[config.mk]
export PLATFORM = sky130hd
export DESIGN_NAME = run_sequencer
export DESIGN_NICKNAME = d
export VERILOG_FILES = /design/src/rtl/proc_pkg.sv /design/src/rtl/sat_counter.sv /design/src/rtl/run_sequencer.sv
export SDC_FILE = /design/constraint.sdc
export NUM_CORES = 1
export LEC_CHECK = 0
export BUFFER_PORTS_ARGS = -buffer_cell sky130_fd_sc_hd__buf_2
export CORE_ASPECT_RATIO = 0.75
export CORE_MARGIN = 1.5
export CORE_UTILIZATION = 46
export DETAILED_ROUTE_END_ITERATION = 10
export PLACE_DENSITY_LB_ADDON = 0.15
export RECOVER_POWER = 50
export SYNTH_ARGS = -nofsm -noshare
export SYNTH_HDL_FRONTEND = slang
export SYNTH_SLANG_ARGS = --single-unit
[constraint.sdc]
create_clock -name CLK -period 1.6 [get_ports CLK]
set_input_delay 0.16 -clock CLK [delete_from_list [all_inputs] [get_ports CLK]]
set_output_delay 0.16 -clock CLK [all_outputs]
set_load 0.01 [all_outputs]
[src/rtl/proc_pkg.sv]
// rtl/proc_pkg.sv - shared run-control types and program entry points
package proc_pkg;

    typedef enum logic [1:0] {
        IDLE = 2'd0,
        RUN  = 2'd1,
        DONE = 2'd2
    } run_fsm_t;

    typedef logic [1:0] prog_sel_t;

    // PC entry points: select 0/2 park at PROG1_ENTRY, 1/3 at PROG23_ENTRY
    localparam int PROG1_ENTRY  = -1;
    localparam int PROG23_ENTRY = 106;

endpackage

[src/rtl/sat_counter.sv]
// rtl/sat_counter.sv - saturating up-counter with synchronous clear and enable
// Ports: CLK clock; clr synchronous clear (wins over en); en count enable;
//        count current value, holds at all-ones.
module sat_counter #(
    parameter int CNT_W = 16
) (
    input  logic             CLK,
    input  logic             clr,
    input  logic             en,
    output logic [CNT_W-1:0] count
);

    always_ff @(posedge CLK) begin
        if (clr) begin
            count <= '0;
        end else if (en && (count != {CNT_W{1'b1}})) begin
            count <= count + 1'b1;
        end
    end

endmodule

[src/rtl/run_sequencer.sv]
// rtl/run_sequencer.sv - run-control sequencer ahead of the program counter
// Ports: CLK, reset (sync, active-high); start, halt requests;
//        state program select to PC; pc_reset PC park; run processor enable;
//        done completion pulse; timeout sticky limit flag; cycle_count run length.
module run_sequencer
    import proc_pkg::*;
#(
    parameter int               CNT_W   = 16,
    parameter logic [CNT_W-1:0] TIMEOUT = {CNT_W{1'b1}}
) (
    input  logic             CLK,
    input  logic             reset,
    input  logic             start,
    input  logic             halt,
    output prog_sel_t        state,
    output logic             pc_reset,
    output logic             run,
    output logic             done,
    output logic             timeout,
    output logic [CNT_W-1:0] cycle_count
);

    run_fsm_t  fsm;
    run_fsm_t  fsm_nxt;
    prog_sel_t state_nxt;
    logic      timeout_nxt;
    logic      cnt_clr;
    logic      cnt_en;
    logic      limit_hit;

    // Compare against TIMEOUT-1 so the count lands exactly on TIMEOUT at exit.
    assign limit_hit = (TIMEOUT != '0) && (cycle_count == (TIMEOUT - 1'b1));

    always_comb begin
        fsm_nxt     = fsm;
        state_nxt   = state;
        timeout_nxt = timeout;
        cnt_clr     = 1'b0;
        cnt_en      = 1'b0;
        case (fsm)
            IDLE: begin
                if (start) begin
                    fsm_nxt     = RUN;
                    cnt_clr     = 1'b1;
                    timeout_nxt = 1'b0;
                end
            end
            RUN: begin
                cnt_en = 1'b1;
                // Halt takes priority over a coincident limit hit.
                if (halt) begin
                    fsm_nxt = DONE;
                end else if (limit_hit) begin
                    fsm_nxt     = DONE;
                    timeout_nxt = 1'b1;
                end
            end
            DONE: begin
                fsm_nxt   = IDLE;
                state_nxt = state + 2'd1;
            end
            default: begin
                fsm_nxt = IDLE;
            end
        endcase
    end

    always_ff @(posedge CLK) begin
        if (reset) begin
            fsm     <= IDLE;
            state   <= '0;
            timeout <= 1'b0;
        end else begin
            fsm     <= fsm_nxt;
            state   <= state_nxt;
            timeout <= timeout_nxt;
        end
    end

    sat_counter #(
        .CNT_W (CNT_W)
    ) u_cycle_counter (
        .CLK   (CLK),
        .clr   (reset | cnt_clr),
        .en    (cnt_en),
        .count (cycle_count)
    );

    // PC is held parked in every non-RUN cycle so it keeps reloading the entry.
    assign pc_reset = (fsm != RUN);
    assign run      = (fsm == RUN);
    assign done     = (fsm == DONE);

endmodule

==> run metrics, run 1 <==
outcome finished with violations; failing checks setup timing; slack of the worst reg-to-reg path -0.02 ns; fin crit period 1.62 ns; part of the power in the clock network 30.2%; Final Hold Fails 0; source of the critical timing path u_cycle_counter.count[10]; number of global-route vias before repair 1077; final routed DRC violation total 0; wirelength, routed 3230 µm; synthesized instance count 120; kind of capture point of the worst setup path register; total internal power 0.655 mW; clock slew at reported path FFs 0.13 ns; Layout Area Growth over Synthesis 47.0%; number of setup violations in the final report 3; Final Wtd Congestion 0.869; sum of buffers and inverters on the critical path 0; slew at the pin with the worst max-slew slack 0.367 ns; layout cells sized above 1 53.7%; kind of launch point of the worst setup path register; reg2reg path depth 4; peak per-stage delay on the critical path 0.56 ns; switching fraction of total power 27.1%; total CTS buffers 3; starting density of the core 50.9%; core area 2100 µm²; Site Rows 14; smallest hold slack 0.0837 ns; net count after synthesis 126; Worst setup endpoint u_cycle_counter.count[13]; clock root buffer sky130_fd_sc_hd__clkbuf_4; CTS tree built; Max FO, Critical Path 4; number of ports placed on the die boundary 26; Layout Skew 0.00319 ns; startpoint-to-endpoint class of the critical path reg -> reg; half-perimeter wire length after detailed placement 2310 µm; number of DRC markers after the initial detailed-route iteration 80; total of buffers placed on input and output ports 25; first-pass GRT wire length 4960 µm; reported leakage power 0.678 nW; horizontal extent of the die 58.7 µm; worst relative slew slack 75.5%; post-synthesis area per instance 8.91 µm²; gate family responsible for the most delay along the worst path simple AND/OR/NAND/NOR gates; count of state elements after synthesis 21; most common cell after layout, fill and taps aside sky130_fd_sc_hd__buf_4; post-synthesis instance area 1070 µm²; FMAX 0.618 GHz; vertical die dimension 44.8 µm; number of pins exceeding their max-slew limit in the final report 0; total vias in the final route 1238; initial antenna violation count 0; overflow left after global routing 0; combinational power share 10.5%; Psw 0.244 mW; Arr. time, crit path 1.87 ns; sequential cell area fraction in the yosys report 39.3%; cell area reported after detailed placement 1440 µm²; sequential cell fraction of total power 59.4%; Total Die Area 2630 µm²; pre-CTS setup slack -0.0351 ns; number of antenna diodes 0; prevailing post-synth register cell sky130_fd_sc_hd__dfxtp_1; number of H-tree levels 1; cell area after layout 1570 µm²; count of warnings emitted by yosys 0; iteration count of the initial detailed-routing pass 4; Async S/R FF share, synth 0%; final period utilization 101%; largest buffer count on any clock path 2; highest-count cells in the layout ignoring fill and taps sky130_fd_sc_hd__buf_4, sky130_fd_sc_hd__buf_2, sky130_fd_sc_hd__dfxtp_2; Total Nets Final 182; max-cap violations 0; synth unique cells 37; PD cells 572 nW/µm²; overall power 0.899 mW; Peak VDD IR 418 µV; worst-case setup margin in the final layout -0.0169 ns; cell count after placement 191; data required time of the worst path 1.85 ns; number of synthesized flops with an enable pin 0; residual antenna-violating net count after detailed routing 0; slowest stage cell on the critical path sky130_fd_sc_hd__or4_4; cells traversed along the worst timing path nand3_1, or4_4, or4_1, a21oi_1; Post-Layout Cell Count 199; r2r endpoint u_cycle_counter.count[13]; routed length per instance 16.2 µm; RR Startpoint u_cycle_counter.count[10]; pin count of the biggest net entering global routing 13; clk_lat worst skew 0.32 ns; Finished Core Util 74.8%; number of cells on the critical path 4; sum of negative setup slack -0.0395 ns; gr usage total 25.4%; Worst Hold Class in -> reg; vias per cell 6.22; clock sink count 21; RSZ-0062 raised after global routing true
[cell type report]
class                      instances  area [µm²]
timing repair buffer              56         359
tap                               24        30.0
multi-input combinational         91         691
clock buffer                       3        22.5
clock inverter                     1        5.00
sequential                        21         454
inverter                           3        11.3
fill                             163         529
[logic make-up (layout without fill, tap and decap cells)]
logic type	count (synthesis)	after routing	share of synthesized area, %
simple gates	52	52	30.8
compound gates	35	35	22.1
xor+xnor	2	2	1.64
buf+inv	8	63	3.86
flops	21	21	39.3
fa+ha+maj	2	2	2.34
[cells in the mapped netlist, types with 2 or more instances]
cell type,count,area share (%)
sky130_fd_sc_hd__dfxtp_1,21,39
sky130_fd_sc_hd__a21oi_1,12,5.6
sky130_fd_sc_hd__or4_1,8,5.6
sky130_fd_sc_hd__nand2_1,7,2.5
sky130_fd_sc_hd__nand3_1,7,3.3
sky130_fd_sc_hd__nor2_1,7,2.5
sky130_fd_sc_hd__o31ai_1,7,4.9
sky130_fd_sc_hd__nand4_1,4,2.3
sky130_fd_sc_hd__nor4_1,4,2.3
sky130_fd_sc_hd__o21a_1,4,2.8
sky130_fd_sc_hd__buf_4,3,2.1
sky130_fd_sc_hd__inv_1,3,1.1
sky130_fd_sc_hd__o41ai_1,3,2.5
sky130_fd_sc_hd__clkbuf_1,2,0.70
sky130_fd_sc_hd__ha_1,2,2.3
sky130_fd_sc_hd__nor3_1,2,0.94
sky130_fd_sc_hd__o21ai_0,2,0.94
sky130_fd_sc_hd__o311ai_0,2,1.6
sky130_fd_sc_hd__o31a_1,2,1.6
[repair_timing]
| action | CTS | global route |
|---|---|---|
| gates resized for setup | 5 | 14 |
| hold buffers | 0 | 0 |
| endpoints found under the hold margin | 0 | 0 |
| buffers inserted | 2 | 2 |
| pin swaps | 1 | 7 |
| setup endpoints to repair | 6 | 17 |
[power by group through the flow]
stage | Sequential (mW) | Clock [mW] | Combinational [mW]
2_1_floorplan | 0.548 | 0 | 0.0444
3_3_place_gp | 0.545 | 0 | 0.0801
3_5_place_dp | 0.546 | 0 | 0.0838
4_1_cts | 0.533 | 0.275 | 0.0840
5_1_grt | 0.535 | 0.301 | 0.100
6_report | 0.534 | 0.271 | 0.0940
[worst min path at each step]
stage	start	to	slack (ns)	depth (start not counted)
floorplan	reset	state[0]	0.23	1
global placement	reset	state[0]	0.41	2
detailed placement	reset	state[1]	0.42	2
CTS	reset	state[0]	0.07	2
global route	reset	state[1]	0.08	2
finish	reset	state[0]	0.08	2
[metal layers]
layer / wire [µm] / global-route usage, % / vias to the layer above
li1: - / - / 584
met1: 1470 / 34.2 / 597
met2: 1480 / 41.6 / 47
met3: 210 / 7.45 / 10
met4: 64 / 4.55 / 0
met5: 0 / 0 / -
[state kept, by name, indices dropped and copies added, names as in the netlist]
signal and count:
u_cycle_counter.count 16, fsm 2, state 2, timeout 1
[worst register-to-register path, stage by stage (launching register included)]
cell,delay (ns)
sky130_fd_sc_hd__dfxtp_2,0.37
sky130_fd_sc_hd__nand3_1,0.09
sky130_fd_sc_hd__or4_4,0.56
sky130_fd_sc_hd__or4_1,0.41
sky130_fd_sc_hd__a21oi_1,0.13
(Power assumes the default switching activity.)
==> run 2: changes to the inputs <==
--- a/config.mk
+++ b/config.mk
@@ -10,6 +10,7 @@
 export CORE_MARGIN = 1.5
 export CORE_UTILIZATION = 46
 export DETAILED_ROUTE_END_ITERATION = 10
+export MAX_ROUTING_LAYER = met4
 export PLACE_DENSITY_LB_ADDON = 0.15
 export RECOVER_POWER = 50
 export SYNTH_ARGS = -nofsm -noshare
==> run 2 against run 1 <==
  * The run still ends with setup timing left
  * Hold slack better by 0.0043 ns
  * Register-to-register slack about the same
  * Final cell count is the same
  * Wire length down 0.22%
  * Sequential share of layout area did not move
  * Flip-flop and latch count unchanged
  * Clock power about the same
  * Fmax about the same
  * Combinational power is essentially flat
  * Design area unchanged
  * Largest power group unchanged
  * Highest routed layer unchanged
==> run metrics, run 2 (synthesis gave the netlist of run 1 again) <==
outcome finished with violations; failing checks setup timing; gr usage total 26.3%; gate family responsible for the most delay along the worst path simple AND/OR/NAND/NOR gates; number of DRC markers after the initial detailed-route iteration 108; Max FO, Critical Path 4; most common cell after layout, fill and taps aside sky130_fd_sc_hd__buf_4; Final Hold Fails 0; core area 2100 µm²; register with the highest flop count u_cycle_counter.count; PD cells 570 nW/µm²; vertical die dimension 44.8 µm; RSZ-0062 raised after global routing true; sum of buffers and inverters on the critical path 0; vias per cell 6.17; clk_lat worst skew 0.31 ns; clock sink count 21; hold-fix buffer count after cts 0; Worst Hold Class in -> reg; fin crit period 1.62 ns; reported leakage power 0.678 nW; sequential cell area 454 µm²; clock root buffer sky130_fd_sc_hd__clkbuf_4; pre-CTS setup slack -0.0351 ns; Layout Skew 0.00217 ns; final routed DRC violation total 0; number of ports placed on the die boundary 26; first-pass GRT wire length 4970 µm; iteration count of the initial detailed-routing pass 4; number of antenna diodes 0; number of setup violations in the final report 3; largest registers ranked by flip-flop count u_cycle_counter.count: 16 flops, fsm: 2 flops, state: 2 flops; half-perimeter wire length after detailed placement 2310 µm; number of global-route vias before repair 1074; Arr. time, crit path 1.86 ns; pin count of the biggest net entering global routing 13; routed length per instance 16.2 µm; layout cells sized above 1 53.7%; number of cells on the critical path 4; CTS tree built; clock slew at reported path FFs 0.12 ns; Peak VDD IR 409 µV; cells traversed along the worst timing path nand3_1, or4_4, or4_1, a21oi_1; kind of launch point of the worst setup path register; Final Wtd Congestion 0.883; wirelength, routed 3230 µm; number of H-tree levels 1; FMAX 0.619 GHz; total CTS buffers 3; cell area after layout 1570 µm²; Total Nets Final 182; final period utilization 101%; worst-case setup margin in the final layout -0.0153 ns; Site Rows 14; total of buffers placed on input and output ports 25; data required time of the worst path 1.85 ns; kind of capture point of the worst setup path register; cell area reported after detailed placement 1440 µm²; fillers 163; startpoint-to-endpoint class of the critical path reg -> reg; largest buffer count on any clock path 2; worst relative slew slack 76.0%; combined area of the multi-input logic cells 691 µm²; overflow left after global routing 0; highest-count cells in the layout ignoring fill and taps sky130_fd_sc_hd__buf_4, sky130_fd_sc_hd__buf_2, sky130_fd_sc_hd__dfxtp_2; Largest register FFs 16; slew at the pin with the worst max-slew slack 0.358 ns; max-cap violations 0; peak per-stage delay on the critical path 0.55 ns; Total Die Area 2630 µm²; horizontal extent of the die 58.7 µm; residual antenna-violating net count after detailed routing 0; slowest stage cell on the critical path sky130_fd_sc_hd__or4_4; Layout Area Growth over Synthesis 47.0%; number of pins exceeding their max-slew limit in the final report 0; total vias in the final route 1228; initial antenna violation count 0; hold-critical path depth 2; smallest hold slack 0.0879 ns; reg2reg path depth 4; starting density of the core 50.9%
==> run 2: cell counts in the layout (fill, tap and decap cells not counted) <==
Identical to the previous run, type by type.
==> run 2: worst paths after layout <==
path                              from                   endpoint  slack [ns]
min reg2reg                    timeout                    timeout        0.48
max          u_cycle_counter.count[10]  u_cycle_counter.count[15]       -0.02
max reg2reg  u_cycle_counter.count[10]  u_cycle_counter.count[15]       -0.02
min                              reset                   state[0]        0.09
==> run 2: timing repair <==
| action | 4_1_cts | 5_1_grt |
|---|---|---|
| gates cloned | 0 | 0 |
| setup buffers | 2 | 2 |
| pin swaps | 1 | 6 |
| setup endpoints to repair | 6 | 17 |
| resized for setup | 5 | 14 |
==> run 2: routing by layer <==
layer	GRT usage (%)	vias up	wire, µm
li1	-	588	-
met1	34.4	570	1400
met2	41.6	55	1480
met3	7.45	15	272
met4	4.55	0	77
met5	-	-	0
==> run 2: cell type report <==
type                            count  share of cell area, %
Multi-Input combinational cell     91                   43.9
Clock buffer                        3                   1.43
Inverter                            3                  0.716
Clock inverter                      1                  0.318
Timing Repair Buffer               56                   22.8
Tap cell                           24                   1.91
Sequential cell                    21                   28.9
==> run 2: power breakdown <==
group,switching [mW],internal (mW)
clock,0.175,0.0936
combinational,0.0546,0.0394
sequential,0.0115,0.522
==> run 2: stage by stage <==
step	setup TNS [ns]	utilization, %	total power [mW]	std cells
floorplan	-0.0611	-	0.592	120
global route	-0.282	74.8	0.937	199
finish	-0.0312	74.8	0.896	199
global placement	0	68.6	0.625	191
detailed placement	-0.0652	68.6	0.630	191
CTS	-0.0271	71.5	0.892	197
